===== src/rtl/scan_sequencer.sv =====
// scan_sequencer: raster-scan coordinate generator for the Mandelbrot datapath.
// Walks an H_PIX x V_PIX grid row by row and offers one (x, y) per valid/ready
// transfer, flagging row ends (line_tick) and frame completion (frame_done).
//
// Ports:
//   clk, reset     rising-edge clock, asynchronous active-low reset
//   clk_en         global enable; 0 freezes every register
//   start          level; launches a frame when seen in IDLE
//   pause          blocks transfers (same effect as out_ready low)
//   out_ready      downstream accepts the coordinate
//   out_valid, x, y  coordinate offer
//   line_tick      pulse after the last pixel of a row transfers
//   frame_done     pulse after the final pixel of the frame transfers
//   busy           high in RUN and DONE
//   frame_cnt      completed frames, modulo 2^FW
module scan_sequencer #(
    parameter int unsigned XW    = 10,
    parameter int unsigned YW    = 10,
    parameter int unsigned H_PIX = 640,
    parameter int unsigned V_PIX = 480,
    parameter int unsigned FW    = 8
) (
    input  logic          clk,
    input  logic          reset,
    input  logic          clk_en,
    input  logic          start,
    input  logic          pause,
    input  logic          out_ready,
    output logic          out_valid,
    output logic [XW-1:0] x,
    output logic [YW-1:0] y,
    output logic          line_tick,
    output logic          frame_done,
    output logic          busy,
    output logic [FW-1:0] frame_cnt
);

    localparam logic [XW-1:0] X_LAST = XW'(H_PIX - 1);
    localparam logic [YW-1:0] Y_LAST = YW'(V_PIX - 1);

    typedef enum logic [1:0] {
        S_IDLE = 2'd0,
        S_RUN  = 2'd1,
        S_DONE = 2'd2
    } state_t;

    state_t        r_state;
    logic [XW-1:0] r_x;
    logic [YW-1:0] r_y;
    logic [FW-1:0] r_frame_cnt;
    logic          r_valid;
    logic          r_line_tick;
    logic          r_frame_done;
    logic          r_busy;

    state_t        w_state_nx;
    logic [XW-1:0] w_x_nx;
    logic [YW-1:0] w_y_nx;
    logic [FW-1:0] w_frame_cnt_nx;
    logic          w_line_tick_nx;
    logic          w_frame_done_nx;
    logic          w_xfer;

    assign w_xfer = clk_en & r_valid & out_ready & ~pause;

    // State register; every register freezes while clk_en is low.
    always_ff @(posedge clk or negedge reset) begin
        if (!reset) begin
            r_state      <= S_IDLE;
            r_x          <= '0;
            r_y          <= '0;
            r_frame_cnt  <= '0;
            r_valid      <= 1'b0;
            r_line_tick  <= 1'b0;
            r_frame_done <= 1'b0;
            r_busy       <= 1'b0;
        end else if (clk_en) begin
            r_state      <= w_state_nx;
            r_x          <= w_x_nx;
            r_y          <= w_y_nx;
            r_frame_cnt  <= w_frame_cnt_nx;
            r_valid      <= (w_state_nx == S_RUN);
            r_line_tick  <= w_line_tick_nx;
            r_frame_done <= w_frame_done_nx;
            r_busy       <= (w_state_nx != S_IDLE);
        end
    end

    // Next-state and next-output logic.
    always_comb begin
        w_state_nx      = r_state;
        w_x_nx          = r_x;
        w_y_nx          = r_y;
        w_frame_cnt_nx  = r_frame_cnt;
        w_line_tick_nx  = 1'b0;
        w_frame_done_nx = 1'b0;

        case (r_state)
            S_IDLE: begin
                w_x_nx = '0;
                w_y_nx = '0;
                if (start) begin
                    w_state_nx = S_RUN;
                end
            end
            S_RUN: begin
                if (w_xfer) begin
                    if (r_x != X_LAST) begin
                        w_x_nx = r_x + XW'(1);
                    end else if (r_y != Y_LAST) begin
                        w_x_nx         = '0;
                        w_y_nx         = r_y + YW'(1);
                        w_line_tick_nx = 1'b1;
                    end else begin
                        // Last pixel: coordinate stays put until DONE clears it.
                        w_state_nx      = S_DONE;
                        w_line_tick_nx  = 1'b1;
                        w_frame_done_nx = 1'b1;
                    end
                end
            end
            S_DONE: begin
                w_frame_cnt_nx = r_frame_cnt + FW'(1);
                w_x_nx         = '0;
                w_y_nx         = '0;
                w_state_nx     = S_IDLE;
            end
            default: begin
                w_state_nx = S_IDLE;
            end
        endcase
    end

    assign out_valid  = r_valid;
    assign x          = r_x;
    assign y          = r_y;
    assign line_tick  = r_line_tick;
    assign frame_done = r_frame_done;
    assign busy       = r_busy;
    assign frame_cnt  = r_frame_cnt;

endmodule


===== config.mk =====
export PLATFORM = sky130hd
export DESIGN_NAME = scan_sequencer
export DESIGN_NICKNAME = d
export VERILOG_FILES = /design/src/rtl/scan_sequencer.sv
export SDC_FILE = /design/constraint.sdc
export NUM_CORES = 1
export LEC_CHECK = 0
export ABC_AREA = 1
export BUFFER_PORTS_ARGS = -buffer_cell sky130_fd_sc_hd__buf_2
export CAP_MARGIN = 10
export CORE_MARGIN = 1
export CORE_UTILIZATION = 50
export CTS_BUF_LIST = sky130_fd_sc_hd__clkbuf_16
export CTS_CLUSTER_DIAMETER = 50
export DETAILED_ROUTE_END_ITERATION = 10
export GPL_ROUTABILITY_DRIVEN = 1
export PLACE_DENSITY = 0.76
export SLEW_MARGIN = 25
export SYNTH_ARGS = -nofsm -noshare
export SYNTH_HDL_FRONTEND = slang
export SYNTH_SLANG_ARGS = --single-unit
export TNS_END_PERCENT = 100

===== constraint.sdc =====
create_clock -name clk -period 1.5 [get_ports clk]
set_clock_uncertainty 0.15 [all_clocks]
set_input_delay 0.15 -clock clk [delete_from_list [all_inputs] [get_ports clk]]
set_output_delay 0.15 -clock clk [all_outputs]
set_load 0.01 [all_outputs]

-- Yosys cells after proc, flatten, opt, wreduce, memory -nomap -nowiden
Index checks and enable logic that the tools add are counted.
- logic and storage cells: 51
- register bits after elaboration: 34
- input bits: 6
- output and inout port bits: 32
- memories: 0
- bits in writable memories: 0
- latch bits: 0
- memory bits (read-only): 0
- $add $sub $neg: 3
- $lt $le $gt $ge: 0
- bitwise gates (word level): 4
- multipliers: 0
- reduce and logical (&&, ||, !) cells: 7
- multiplexer cells: 20
- divide/modulo/power cells: 0
- eq/ne operators: 9
- shift operators: 0
- operator list (kind ; number):
    10-bit two-way mux ; 6
    10-bit one-hot mux with 2 select lines ; 2
    10-bit by 1-bit adder with 10-bit output (second input constant) ; 2
    10-bit inequality test (second input constant) ; 1
    10-bit by 9-bit inequality test with 1-bit output (second input constant) ; 1
    8-bit by 1-bit adder with 8-bit output (second input constant) ; 1
    2-bit two-way mux ; 4
    1-bit two-way mux ; 7
    2-bit inequality test (second input constant) ; 3
    5-bit AND reduction ; 1
    2-bit by 1-bit == test with 1-bit output (second input constant) ; 2
    2-bit one-hot mux with 2 select lines ; 1
    4-bit AND reduction ; 1
    2-bit nonzero test ; 2
    1-bit AND ; 3
    3-bit inequality test (second input constant) ; 1
    2-bit == test (second input constant) ; 1
    2-bit logical NOT ; 1
    2-bit AND reduction ; 1
    2-bit OR reduction ; 1
    1-bit NOT ; 1

-- Depth between registers and ports, before layout
- depth after elaboration: 6
- gate-level depth with buffers: 10

-- Least setup slack after synthesis
No wires, ideal clock.
- path type: reg2reg
- from: reg r_x[0], in the netlist x[0]
- to: reg r_y[5], in the netlist y[5]
- required time: 1.234 ns
- buffers on the path: 1
- data arrival time: 1.484 ns
- period minus slack after synthesis: 1.751 ns
- path slack: -0.251 ns
- stages on the path, launching flop included: 10
- path through: dfrtp_1 > ha_1 > nand2_2 > nor2_4 > nand3_2 > nand2_1 > nand4_4 > buf_6 > nand2_1 > nand2_1
- word-level cells in the longest chain between the ends: 3
- RTL lines (what ; RTL line ; text):
    start, declared ; 48 ; logic [XW-1:0] r_x;
    start signal, assigned ; 79 ; r_x <= w_x_nx;
    10-bit inequality test ; 108 ; if (r_x != X_LAST) begin
    2-bit inequality test (no line) ; - ;
    5-bit AND reduction (no line) ; - ;
    end signal, assigned ; 80 ; r_y <= w_y_nx;
    end, declared ; 49 ; logic [YW-1:0] r_y;
No other way between the ends.
A chain may end at the register's enable or synchronous reset.

-- Worst setup path after layout
- from: reg r_x[1], in the netlist x[1]
- to: reg r_x[2], in the netlist x[2]
- word-level cells in the longest chain between the ends: 4
- elaborated cells between the ends (all ways): 7
- those cells by class: add/sub: 1; eq/ne: 2; mux: 3; reduce/logical: 1
- RTL lines (what ; RTL line ; text):
    10-bit by 1-bit adder with 10-bit output / 10-bit inequality test (equally long branches) ; 109, 108 ;
    10-bit two-way mux ; 108 ;
    10-bit two-way mux ; 107 ; if (w_xfer) begin
    10-bit one-hot mux with 2 select lines ; 98 ; case (r_state)
Several ways; a longest one is shown, not always the timed one. The select of a mux whose other input is x is not followed.

==> results.yml <==
yosys:
  synth_top_area_cell: "dfrtp_1"
  syn_nets: 263
  yosys.cell_count.top_type: "nand2_1"
  ys_ff_latch: 34
  syn_area_mm2: 0.00201
  syn_inst: 254
  synth_top_area_share: 0.424
  yosysUniqueCellTypes: 30
  synth-edff-count: 0
  yosysWarnings: 0
  synth.top_cells.by_count: "78 x nand2_1, 34 x dfrtp_1, 27 x nor2_1, 25 x inv_1, 16 x nand3_1"
  postSynth.asyncResetShare: 1.00
  seq_area_frac_synth: 0.424
  synth_area_leaders: "dfrtp_1 42%, nand2_1 15%, xor2_1 5.2%"
  avgSynthCellArea_um2: 7.91
  synthFlopType: "dfrtp_1"
die:
  core_mm2: 0.00374
  die_w_um: 65.4
  die_h_um: 65.4
  ios: 38
  die-area_mm2: 0.00427
  start_util: 0.536
  rows: 22
final_layout:
  final_cells: 390
  fin_area_mm2: 0.00292
  fin_util: 0.780
  area_delta_synth_final_pct: 45.5
  nNetsFinal: 350
  drive_above_1_share: 0.427
  fill_cells: 257
  diodes: 0
clock_network:
  cts_buffer_depth: 2
  cts_buffers: 5
  clk_latency_ns: 0.28
  tritoncts: "built"
  cts.htree.levels: 2
  cts_root_buffer: "clkbuf_16"
  clock-sinks: 34
  clk_pin_slew_worst_paths_ns: 0.05
setup_path:
  endpoint_kind: "flop"
  cp_data_arrival_time_ns: 1.73
  path_cells: "ha_4 -> nand2_4 -> nor2_4 -> nand2_2 -> nor2_4 -> nand3_4 -> nand3_4 -> nand2_1 -> o21ai_1"
  slowest_stage: "dfrtp_1"
  critPathLaunchType: "flop"
  crit_type: "reg2reg"
  timing.rr.end: "x[2]$_DFFE_PN0P_"
  worst_ep_required_time_ns: 1.54
  worstPathMaxFanout: 5
  setup.worst_path.start: "x[1]$_DFFE_PN0P_"
  max_stage_delay_ns: 0.39
  path_buf_inv: 0
  r2r_start: "x[1]$_DFFE_PN0P_"
  rr_worst_depth: 9
  r2r_setup_slack_ns: -0.19
  path_delay_family: "simple AND/OR/NAND/NOR gates"
drt:
  drt-total-wl_um: 5430
  drtAntennaViolNets: 0
  vias_per_cell: 5.29
  drcViolationCount: 0
  vias: 2063
  dr.pass1.iters: 4
  wl_per_cell_um: 13.9
  first_iter_violations: 123
job:
  drv_cap: 0
global_route:
  grt_use_total: 0.264
  gr-total-overflow: 0
  grt_pass1_vias: 2007
  grt_start_max_net_pins: 35
  busiest_layer: "met2"
  met1_usage: 0.294
  grt_pass1_wl_um: 8500
  grt_util_met3: 0.0729
  gr-usage-met2: 0.466
  antenna_found_initial: 0
sta:
  hold_violations: 0
  fmax_mhz: 590
  slew_headroom: 0.781
  tightest_slew_ns: 0.328
  fin_crit_sh: 1.13
  final.setup.tns_ns: -2.95
  slew_viol_final: 0
  fin_crit_ns: 1.69
  finalSetupViolCount: 25
  rsz0062_at_grt: "true"
  fin_ws_ns: -0.194
power:
  p_int_mw: 1.92
  switching_power_mw: 0.861
  power_frac_clock: 0.349
  p_sw_frac: 0.310
  p_seq_frac: 0.388
  ir_drop_mv: 0.895
  power_density_mw_per_mm2: 950
  leakage_nw: 1.46
  p_comb_frac: 0.263
placed_design:
  dp_hpwl_um: 3520
  place_congestion: 0.828
  dp_slack_ns: -0.172
  dp.cells: 374
  port-buffer-count: 37
  place_area_mm2: 0.00256
hold_path:
  hold_depth: 2
  hold_end: "r_state[1]$_DFFE_PN0P_"
  worstHoldStart: "clk_en"
  hp-class: "in2reg"
run_status:
  status: "finished with violations"
  violations: "setup timing"
## state kept, by name (all words and copies together) (netlist names)
register    count
busy            1
frame_done      1
y              10
out_valid       1
x              10
frame_cnt       8
line_tick       1
r_state         2
## placed cells by master (no fill, tap or decap), drive strengths merged, types with 2 or more instances in the layout
master / instances
clkbuf: 5
ha: 3
nand2: 81
nor3: 3
inv: 27
xor2: 12
or2: 5
clkinv: 2
nand4: 9
nor2: 31
buf: 81
a21oi: 2
o21ai: 17
dfrtp: 34
nand3b: 3
nand3: 22
## per-stage QoR
stage                     power (mW)  hold WS (ns)
after detailed placement        1.69       -0.0260
after floorplan                 1.40        -0.296
after CTS                       2.71        0.0306
after global placement          1.67       -0.0256
final                           2.78        0.0569
after global routing            2.90        0.0828
## logic make-up after synthesis
logic type	Yosys count	synth area share
XOR/XNOR	13	0.0567
multiplexers	1	0.00561
buffers and inverters	30	0.0636
adder cells (fa/ha/maj)	3	0.0187
flip-flops	34	0.424
AND/OR/NAND/NOR	152	0.364
AO/OA/AOI/OAI	21	0.0679
## area by class of cell
| type | instances | area (um2) | area share |
|---|---|---|---|
| sequential | 34 | 853 | 0.292 |
| multi-input combinational | 192 | 1220 | 0.418 |
| inverter | 26 | 100 | 0.0343 |
| clock inverter | 3 | 12.5 | 0.00428 |
| clock buffer | 5 | 125 | 0.0428 |
| timing repair buffer | 82 | 551 | 0.188 |
| tap | 48 | 60.1 | 0.0206 |
## metal layers
metal	wire, um	up-vias
met4	155	0
met3	274	20
li1	-	994
met2	2820	67
met5	0	-
met1	2180	982
## power groups by stage
| stage | clock network, mW | logic, mW | registers (mW) |
|---|---|---|---|
| finish | 0.970 | 0.729 | 1.08 |
| global route | 1.00 | 0.813 | 1.08 |
| CTS | 0.967 | 0.679 | 1.07 |
| detailed placement | 0 | 0.623 | 1.06 |
| global placement | 0 | 0.609 | 1.06 |
| floorplan | 0 | 0.274 | 1.13 |
## worst max-delay path by stage
stage,cells after the start,end
3_5_place_dp,9,x[0]$_DFFE_PN0P_
4_1_cts,9,x[1]$_DFFE_PN0P_
2_1_floorplan,9,x[0]$_DFFE_PN0P_
6_report,9,x[2]$_DFFE_PN0P_
5_1_grt,9,x[2]$_DFFE_PN0P_
3_3_place_gp,9,x[0]$_DFFE_PN0P_
## what timing repair did
| action | in CTS | in global routing |
|---|---|---|
| hold endpoints to repair | 34 | 0 |
| setup endpoints to repair | 27 | 28 |
| hold buffers | 1 | 0 |
| gates resized for setup | 20 | 17 |
| cloned | 2 | 0 |
| buffers inserted | 1 | 4 |
| pin swaps | 5 | 6 |
No activity file was read; power rests on OpenSTA's default activity.
